$ cat config.mk
export PLATFORM = sky130hd
export DESIGN_NAME = rbm_param_loader
export DESIGN_NICKNAME = d
export VERILOG_FILES = /design/src/rtl/rbm_pkg.sv /design/src/rtl/rbm_seg_counter.sv /design/src/rtl/rbm_param_loader.sv
export SDC_FILE = /design/constraint.sdc
export NUM_CORES = 2
export LEC_CHECK = 0
export ABC_AREA = 1
export CORE_AREA = 4 4 502 504
export DETAILED_ROUTE_END_ITERATION = 7
export DIE_AREA = 0 0 506 508
export HOLD_SLACK_MARGIN = 0.03
export SYNTH_ARGS = -nofsm -noshare
export SYNTH_HDL_FRONTEND = slang
export SYNTH_HIERARCHICAL = 1
export SYNTH_SLANG_ARGS = --single-unit
$ cat constraint.sdc
create_clock -name clock -period 66.8 [get_ports clock]
set_input_delay 13.36 -clock clock [delete_from_list [all_inputs] [get_ports clock]]
set_output_delay 13.36 -clock clock [all_outputs]
set_load 0.01 [all_outputs]
$ cat src/rtl/rbm_pkg.sv
// Shared definitions for the RBM parameter loader: segment encoding and
// segment/frame length helpers used by the loader and its bench.
package rbm_pkg;

    localparam int unsigned SEG_W = 3;

    localparam logic [SEG_W-1:0] SEG_IMG = 3'd0;
    localparam logic [SEG_W-1:0] SEG_HW  = 3'd1;
    localparam logic [SEG_W-1:0] SEG_HB  = 3'd2;
    localparam logic [SEG_W-1:0] SEG_CW  = 3'd3;
    localparam logic [SEG_W-1:0] SEG_CB  = 3'd4;

    // Number of stream words carried by one segment.
    function automatic int unsigned seg_len(input logic [SEG_W-1:0] seg,
                                            input int unsigned in_dim,
                                            input int unsigned h_dim,
                                            input int unsigned out_dim);
        case (seg)
            SEG_IMG: seg_len = in_dim;
            SEG_HW:  seg_len = in_dim * h_dim;
            SEG_HB:  seg_len = h_dim;
            SEG_CW:  seg_len = h_dim * out_dim;
            SEG_CB:  seg_len = out_dim;
            default: seg_len = 0;
        endcase
    endfunction

    function automatic int unsigned frame_len(input logic        image_only,
                                              input int unsigned in_dim,
                                              input int unsigned h_dim,
                                              input int unsigned out_dim);
        if (image_only)
            frame_len = in_dim;
        else
            frame_len = in_dim + in_dim * h_dim + h_dim + h_dim * out_dim + out_dim;
    endfunction

endpackage

$ cat src/rtl/rbm_seg_counter.sv
// Segment / element position tracker for the parameter stream.
module rbm_seg_counter
    import rbm_pkg::*;
#(
    parameter int unsigned in_dim  = 15,
    parameter int unsigned h_dim   = 5,
    parameter int unsigned out_dim = 2,
    parameter int unsigned IDX_W   = 7
) (
    input  logic             clock,
    input  logic             reset,
    input  logic             clear,
    input  logic             image_only,
    input  logic             advance,
    output logic [SEG_W-1:0] seg,
    output logic [IDX_W-1:0] idx,
    output logic             last_in_seg,
    output logic             last_in_frame
);

    logic [SEG_W-1:0] seg_q, seg_d;
    logic [IDX_W-1:0] idx_q, idx_d;
    logic             img_only_q, img_only_d;

    // The frame mode is latched with the start request and held for the frame.
    always_comb begin
        seg_d         = seg_q;
        idx_d         = idx_q;
        img_only_d    = img_only_q;
        last_in_seg   = (idx_q == IDX_W'(seg_len(seg_q, in_dim, h_dim, out_dim) - 1));
        last_in_frame = last_in_seg &&
                        ((seg_q == SEG_CB) || (img_only_q && (seg_q == SEG_IMG)));
        if (clear) begin
            seg_d      = SEG_IMG;
            idx_d      = '0;
            img_only_d = image_only;
        end else if (advance && !last_in_frame) begin
            if (last_in_seg) begin
                seg_d = seg_q + SEG_W'(1);
                idx_d = '0;
            end else begin
                idx_d = idx_q + IDX_W'(1);
            end
        end
    end

    always_ff @(posedge clock or posedge reset) begin
        if (reset) begin
            seg_q      <= SEG_IMG;
            idx_q      <= '0;
            img_only_q <= 1'b0;
        end else begin
            seg_q      <= seg_d;
            idx_q      <= idx_d;
            img_only_q <= img_only_d;
        end
    end

    assign seg = seg_q;
    assign idx = idx_q;

endmodule

$ cat src/rtl/rbm_param_loader.sv
// Streams parameter words into the RBM core's packed input registers and holds
// the core in reset until a frame is loaded. Optional checksum: RBM_LOADER_CHECKSUM_EN.
module rbm_param_loader
    import rbm_pkg::*;
#(
    parameter int unsigned input_bitlength = 12,
    parameter int unsigned in_dim          = 15,
    parameter int unsigned h_dim           = 5,
    parameter int unsigned out_dim         = 2
) (
    input  logic                                         clock,
    input  logic                                         reset,
    input  logic                                         start,
    input  logic                                         image_only,
    input  logic                                         s_valid,
    input  logic [input_bitlength-1:0]                   s_data,
    output logic                                         s_ready,
    output logic [in_dim*input_bitlength-1:0]            ImageI,
    output logic [in_dim*h_dim*input_bitlength-1:0]      H_WeightI,
    output logic [h_dim*input_bitlength-1:0]             H_BiasI,
    output logic [h_dim*out_dim*input_bitlength-1:0]     C_WeightI,
    output logic [out_dim*input_bitlength-1:0]           C_BiasI,
    output logic                                         main_reset,
    output logic                                         loaded,
    output logic                                         err
);

    localparam int unsigned W     = input_bitlength;
    localparam int unsigned IDX_W = $clog2(frame_len(1'b0, in_dim, h_dim, out_dim) + 1);

    localparam logic [1:0] ST_IDLE  = 2'd0;
    localparam logic [1:0] ST_LOAD  = 2'd1;
`ifdef RBM_LOADER_CHECKSUM_EN
    localparam logic [1:0] ST_CHECK = 2'd2;
`endif
    localparam logic [1:0] ST_DONE  = 2'd3;

    logic [1:0]                     state_q, state_d;
    logic                           s_ready_q, s_ready_d;
    logic                           main_reset_q, main_reset_d;
    logic                           loaded_q, loaded_d;
    logic [in_dim*W-1:0]            img_q, img_d;
    logic [in_dim*h_dim*W-1:0]      hw_q, hw_d;
    logic [h_dim*W-1:0]             hb_q, hb_d;
    logic [h_dim*out_dim*W-1:0]     cw_q, cw_d;
    logic [out_dim*W-1:0]           cb_q, cb_d;
`ifdef RBM_LOADER_CHECKSUM_EN
    logic [W-1:0]                   sum_q, sum_d;
    logic                           err_q, err_d;
`endif

    logic             accept;
    logic             load_acc;
    logic             frame_start;
    logic [SEG_W-1:0] seg;
    logic [IDX_W-1:0] idx;
    logic             last_in_seg;
    logic             last_in_frame;
    logic             frame_end;

    assign accept      = s_valid && s_ready_q;
    assign load_acc    = accept && (state_q == ST_LOAD);
    assign frame_start = start && ((state_q == ST_IDLE) || (state_q == ST_DONE));
    assign frame_end   = load_acc && last_in_seg && last_in_frame;

    rbm_seg_counter #(
        .in_dim  (in_dim),
        .h_dim   (h_dim),
        .out_dim (out_dim),
        .IDX_W   (IDX_W)
    ) u_seg_counter (
        .clock         (clock),
        .reset         (reset),
        .clear         (frame_start),
        .image_only    (image_only),
        .advance       (load_acc),
        .seg           (seg),
        .idx           (idx),
        .last_in_seg   (last_in_seg),
        .last_in_frame (last_in_frame)
    );

    // Next state and handshake/status flags decoded from the next state.
    always_comb begin
        state_d = state_q;
`ifdef RBM_LOADER_CHECKSUM_EN
        sum_d = sum_q;
        err_d = err_q;
        if (frame_start) begin
            sum_d = '0;
            err_d = 1'b0;
        end else if (load_acc) begin
            sum_d = sum_q + s_data;
        end
`endif
        case (state_q)
            ST_IDLE, ST_DONE: if (start) state_d = ST_LOAD;
`ifdef RBM_LOADER_CHECKSUM_EN
            ST_LOAD:  if (frame_end) state_d = ST_CHECK;
            ST_CHECK: begin
                if (accept) begin
                    state_d = (s_data == sum_q) ? ST_DONE : ST_IDLE;
                    err_d   = (s_data != sum_q);
                end
            end
`else
            ST_LOAD:  if (frame_end) state_d = ST_DONE;
`endif
            default:  state_d = ST_IDLE;
        endcase
        s_ready_d = (state_d == ST_LOAD);
`ifdef RBM_LOADER_CHECKSUM_EN
        s_ready_d = s_ready_d || (state_d == ST_CHECK);
`endif
        main_reset_d = (state_d != ST_DONE);
        loaded_d     = (state_d == ST_DONE);
    end

    // Deposit the accepted word into the element addressed by (seg, idx).
    always_comb begin
        img_d = img_q;
        hw_d  = hw_q;
        hb_d  = hb_q;
        cw_d  = cw_q;
        cb_d  = cb_q;
        if (load_acc) begin
            case (seg)
                SEG_IMG: for (int unsigned i = 0; i < in_dim; i++)
                             if (idx == IDX_W'(i)) img_d[i*W +: W] = s_data;
                SEG_HW:  for (int unsigned i = 0; i < in_dim*h_dim; i++)
                             if (idx == IDX_W'(i)) hw_d[i*W +: W] = s_data;
                SEG_HB:  for (int unsigned i = 0; i < h_dim; i++)
                             if (idx == IDX_W'(i)) hb_d[i*W +: W] = s_data;
                SEG_CW:  for (int unsigned i = 0; i < h_dim*out_dim; i++)
                             if (idx == IDX_W'(i)) cw_d[i*W +: W] = s_data;
                SEG_CB:  for (int unsigned i = 0; i < out_dim; i++)
                             if (idx == IDX_W'(i)) cb_d[i*W +: W] = s_data;
                default: ;
            endcase
        end
    end

    always_ff @(posedge clock or posedge reset) begin
        if (reset) begin
            state_q      <= ST_IDLE;
            s_ready_q    <= 1'b0;
            main_reset_q <= 1'b1;
            loaded_q     <= 1'b0;
            img_q        <= '0;
            hw_q         <= '0;
            hb_q         <= '0;
            cw_q         <= '0;
            cb_q         <= '0;
        end else begin
            state_q      <= state_d;
            s_ready_q    <= s_ready_d;
            main_reset_q <= main_reset_d;
            loaded_q     <= loaded_d;
            img_q        <= img_d;
            hw_q         <= hw_d;
            hb_q         <= hb_d;
            cw_q         <= cw_d;
            cb_q         <= cb_d;
        end
    end

`ifdef RBM_LOADER_CHECKSUM_EN
    always_ff @(posedge clock or posedge reset) begin
        if (reset) begin
            sum_q <= '0;
            err_q <= 1'b0;
        end else begin
            sum_q <= sum_d;
            err_q <= err_d;
        end
    end

    assign err = err_q;
`else
    assign err = 1'b0;
`endif

    assign s_ready    = s_ready_q;
    assign main_reset = main_reset_q;
    assign loaded     = loaded_q;
    assign ImageI     = img_q;
    assign H_WeightI  = hw_q;
    assign H_BiasI    = hb_q;
    assign C_WeightI  = cw_q;
    assign C_BiasI    = cb_q;

endmodule

; ---- Yosys cells after proc, flatten, opt, wreduce, memory -nomap -nowiden
; Cells that the tools add are included.
[word_totals]
register_bits = 1300
ramBits = 0
rom_bits = 0
latch_bits = 0
n_memories = 0
input_bits = 17
wordCells = 336
out_inout_bits = 1288
[op_classes]
n_addsub = 3
n_mux = 10
multipliers = 0
magnitude_cmp = 0
bitwise = 0
n_eq_ne = 84
reduce_logical = 125
div = 0
shift = 0
[op_table]
columns = cell, count
row1 = $reduce_and A3 Y1, 107
row2 = $eq A7 B6 Y1 const B, 32
row3 = $eq A7 B5 Y1 const B, 16
row4 = $eq A7 B7 Y1 const B, 11
row5 = $eq A7 B4 Y1 const B, 8
row6 = $pmux W7 S5, 1
row7 = $eq A7 B3 Y1 const B, 4
row8 = $mux W7, 3
row9 = $eq A7 B2 Y1 const B, 2
row10 = $mux W3, 3
row11 = $logic_and A1 B1 Y1, 8
row12 = $add A7 B1 Y7 const B, 1
row13 = $eq A7 B1 Y1 const B, 1
row14 = $eq A7 B7 Y1, 1
row15 = $logic_not A7 Y1, 1
row16 = $sub A7 B1 Y7 const B, 1
row17 = $eq A3 B2 Y1 const B, 2
row18 = $eq A2 B1 Y1 const B, 2
row19 = $eq A2 B2 Y1 const B, 2
row20 = $mux W2, 2
row21 = $pmux W2 S2, 1
row22 = $reduce_bool A2 Y1, 2
row23 = $add A3 B1 Y3 const B, 1
row24 = $eq A3 B1 Y1 const B, 1
row25 = other kinds (8), 9

; ---- Logic depth before layout (Yosys ltp)
[depth]
word_depth = 9
mapped_depth = 18
mapped_depth_nobuf = 18

; ---- Cells and area by module
; Netlist, hierarchy kept.
[by_module_without_submodules]
columns = module, area_per_inst_um2, seq_area_each_um2, cells_each, instances
row1 = rbm_param_loader, 53740.3, 32257.2, 6019, 1
row2 = rbm_seg_counter, 1048.5, 275.3, 147, 1

; ---- Least setup slack after synthesis
; No wires, ideal clock.
[synth_path]
path_kind = input -> register
startpoint = input s_valid
endpoint = register hw_q[756] (netlist: H_WeightI[756])
t_required_ps = 66683
setup_ps = 117
path_slack_ps = 52261
t_arrival_ps = 14421
stages = 8
n_path_buf = 3
path_cell_list = nand3_1 nor2_2 buf_2 buf_4 nand3_1 clkbuf_1 nand2_1 nand2_1
[synth_via]
elab_chain_cells = 3
[synth_lines]
columns = item, line
row1 = "start, declared", rbm_param_loader.sv:15  ; input logic s_valid,
row2 = $logic_and A1 B1 Y1, rbm_param_loader.sv:61  ; assign accept = s_valid && s_ready_q;
row3 = $logic_and A1 B1 Y1, rbm_param_loader.sv:62  ; assign load_acc = accept && (state_q == ST_LOAD);
row4 = $reduce_and A3 Y1 (no source line), -
row5 = "end signal, assigned", rbm_param_loader.sv:160  ; hw_q <= hw_d;
row6 = "end, declared", rbm_param_loader.sv:43  ; logic [in_dim*h_dim*W-1:0] hw_q, hw_d;
; No other way between the ends.
; A chain may end at the register's enable or synchronous reset.

; ---- Final worst setup path
[layout_path]
startpoint = input s_valid
endpoint = register hw_q[475] (netlist: H_WeightI[475])
; Same word-level chain as after synthesis.

==> results.ini <==
[status]
outcome=complete, no violations

[pwr]
p_clk_share_pct=28.6
leakage_nw=36.8
p_total_w=0.00302
comb_power_share_pct=36.6
internal-power_w=0.00182
p_sw_share_pct=39.6
power_density_mw_per_mm2=40.0
ir_drop_v=0.0000281
p_sw_w=0.00119
seqPwrFrac_pct=34.9

[synth]
syn-num-nets=6192
synthCells=6166
synth_area_leaders=dfrtp_1, nand2_1, nand4_1
synth_common_cells=nand2_1, dfrtp_1, nand4_1
synth_most_common_cell=nand2_1
synth_flop_cell=dfrtp_1
avgSynthCellArea_um2=8.89
ys_seq_area_share_pct=59.4
synth-seq-cells=1300
yosysTopAreaCellShare_pct=59.3
synth.distinct_cells=31
synth-edff-count=0
syn_area_mm2=0.0548
yosys_warnings=6
synth.largest_area_cell=dfrtp_1
ys_async_sr_fraction_pct=100

[detailed_routing]
dr.pass1.iters=5
via_count=51700
route.detailed.vias_per_inst=4.92
drc=0
wl_per_cell_um=24.1
drt-total-wl_um=253000
ant_nets=0
drtIter0Drc=6143

[critical_path]
crit_chain=clkdlybuf4s50_1 -> nand3_1 -> nor2_4 -> buf_4 -> buf_4 -> buf_12 -> buf_12 -> buf_4 -> buf_4 -> nand3_1 -> nand2_1 -> nand2_1
timing.rr.start=u_seg_counter/seg[0]$_DFFE_PP0P_
cp-start-kind=primary input
crit_top_cell=buf_4
crit_path_end_kind=register
critPathKind=in -> reg
r2r_cells=11
worstReg2RegEnd=H_WeightI[475]$_DFFE_PP0P_
path_max_fanout=172
cpMaxStageDelayCell=nor2_4
ff2ff_setup_slack_ns=60.08
slowest_delay_ns=0.74
arrival_ns=19.67
crit_required_ns=67.47

[placed_design]
placed_cells=10200
dpl_cell_area_mm2=0.0703
gp_congestion=0.887
io_buffers=1303
place_hpwl_um=167000

[finish]
syn2layout_area_growth_pct=37.7
final_util_pct=30.4
fin_nets=7075
stdcell_count=10500
final.fill_count=25700
layout-drive-gt1-share_pct=6.06
stdcell_area_mm2=0.0754

[timing]
hold_viol_final=0
drv_slew=0
worst_pin_slew_ns=1.18
fin_tns_setup_ns=0
timing.fmax_mhz=52.6
slew_headroom_pct=21.0
rsz0062_at_grt=false
setup_viol=0
finClkSkew_ns=0.0417
period_share_pct=28.4
timing.final.crit_period_ns=19.00

[min_path]
hold_start=H_WeightI[211]$_DFFE_PP0P_
worstHoldPathCells=2
hold_end=H_WeightI[211]$_DFFE_PP0P_
holdCritPathClass=reg -> reg

[floorplanning]
core-area_mm2=0.248
dieArea_mm2=0.257
die_w_um=506
start_util_pct=22.1
ioPinCount=1305
rows=183
die-height_um=508

[clocking]
clk_pin_slew_ns=0.06
cts_resized=0
root_buffer=clkbuf_16
clock_latency_ns=0.81
htree_levels=4
post_cts_buffers=0
cts_buffers=148
hold_buffers=0
clk_path_buf_depth=3
cts_sinks=1300
cts_tree=done

[grt]
grt_pass1_wl_um=362000
grt_max_degree=173
antenna_found_initial=8
grt_remaining_overflow=0
grt_pass1_vias=49800
grt_usage_pct=18.7

[job]
maxCapViolations=0

==> cell type report <==
class / count / area (um2) / area share (%)
clock buffers: 216 / 4380 / 5.81
inverters: 45 / 184 / 0.244
multi-input cells: 4124 / 19300 / 25.6
diodes: 8 / 20.0 / 0.0265
flip-flops and latches: 1300 / 32500 / 43.1
repair buffers: 1430 / 14100 / 18.7
well taps: 3330 / 4170 / 5.52
clock inverters: 49 / 718 / 0.952
==> state kept, by name, indices dropped and copies added (netlist names), 2 cells and up <==
name / flops
state_q: 2
u_seg_counter/idx: 7
C_BiasI: 24
C_WeightI: 120
H_WeightI: 900
H_BiasI: 60
ImageI: 180
u_seg_counter/seg: 3
==> worst max-delay path by stage <==
stage	cells after the start	from	slack (ns)	to
finish	12	s_valid	47.80	H_WeightI[475]$_DFFE_PP0P_
global route	8	reset	47.53	H_WeightI[369]$_DFFE_PP0P_
CTS	12	s_valid	48.15	H_WeightI[478]$_DFFE_PP0P_
detailed placement	12	s_valid	47.24	H_WeightI[475]$_DFFE_PP0P_
global placement	12	s_valid	47.40	H_WeightI[474]$_DFFE_PP0P_
floorplan	1	reset	17.11	C_BiasI[0]$_DFFE_PP0P_
==> logic make-up (layout without fill, tap and decap cells) <==
kind of cell,count (synthesis),in the layout,share of synthesized area [%]
flip-flops,1300,1300,59.4
adder cells (fa/ha/maj),9,9,0.206
AO/OA/AOI/OAI,14,14,0.183
XOR/XNOR,7,7,0.126
other,1,9,0.00684
AND/OR/NAND/NOR,4093,4093,34.5
buffers and inverters,742,1740,5.64
==> per-layer routing <==
metal,GRT usage (%),share of wire (%),vias to the layer above
li1,-,-,22600
met1,23.3,39,25700
met2,29.4,45,2736
met3,5.99,10,558
met4,9.09,5.3,0
met5,0,0,-
==> per-stage QoR <==
stage	hold slack, ns	setup WS (ns)
detailed placement	0.457	47.24
finish	0.468	47.80
global route	0.481	47.53
CTS	0.472	48.15
floorplan	0.491	17.11
global placement	0.452	47.40
==> critical path, delay by kind of cell <==
family,cells,cell delay (ns)
buf+inv,7,3.88
simple gates,5,1.81
==> power by group through the flow <==
| stage | combinational [W] | sequential (W) | clock, W |
|---|---|---|---|
| 3_5_place_dp | 0.00110 | 0.00106 | 0 |
| 3_3_place_gp | 0.00109 | 0.00106 | 0 |
| 6_report | 0.00110 | 0.00105 | 0.000862 |
| 5_1_grt | 0.00118 | 0.00107 | 0.000912 |
| 2_1_floorplan | 0.000473 | 0.00112 | 0 |
| 4_1_cts | 0.00110 | 0.00105 | 0.000880 |
==> placed cells by master (no fill, tap or decap), types with 19 or more instances in the layout <==
cell type,instances
buf_4,119
nor2_4,24
inv_1,39
clkbuf_16,150
clkinv_2,19
clkbuf_1,28
clkbuf_8,38
dfrtp_1,1299
nand3_1,127
nand2_1,2624
clkdlybuf4s50_1,1291
nand4_1,1284
No activity file was read; power rests on OpenSTA's default activity.
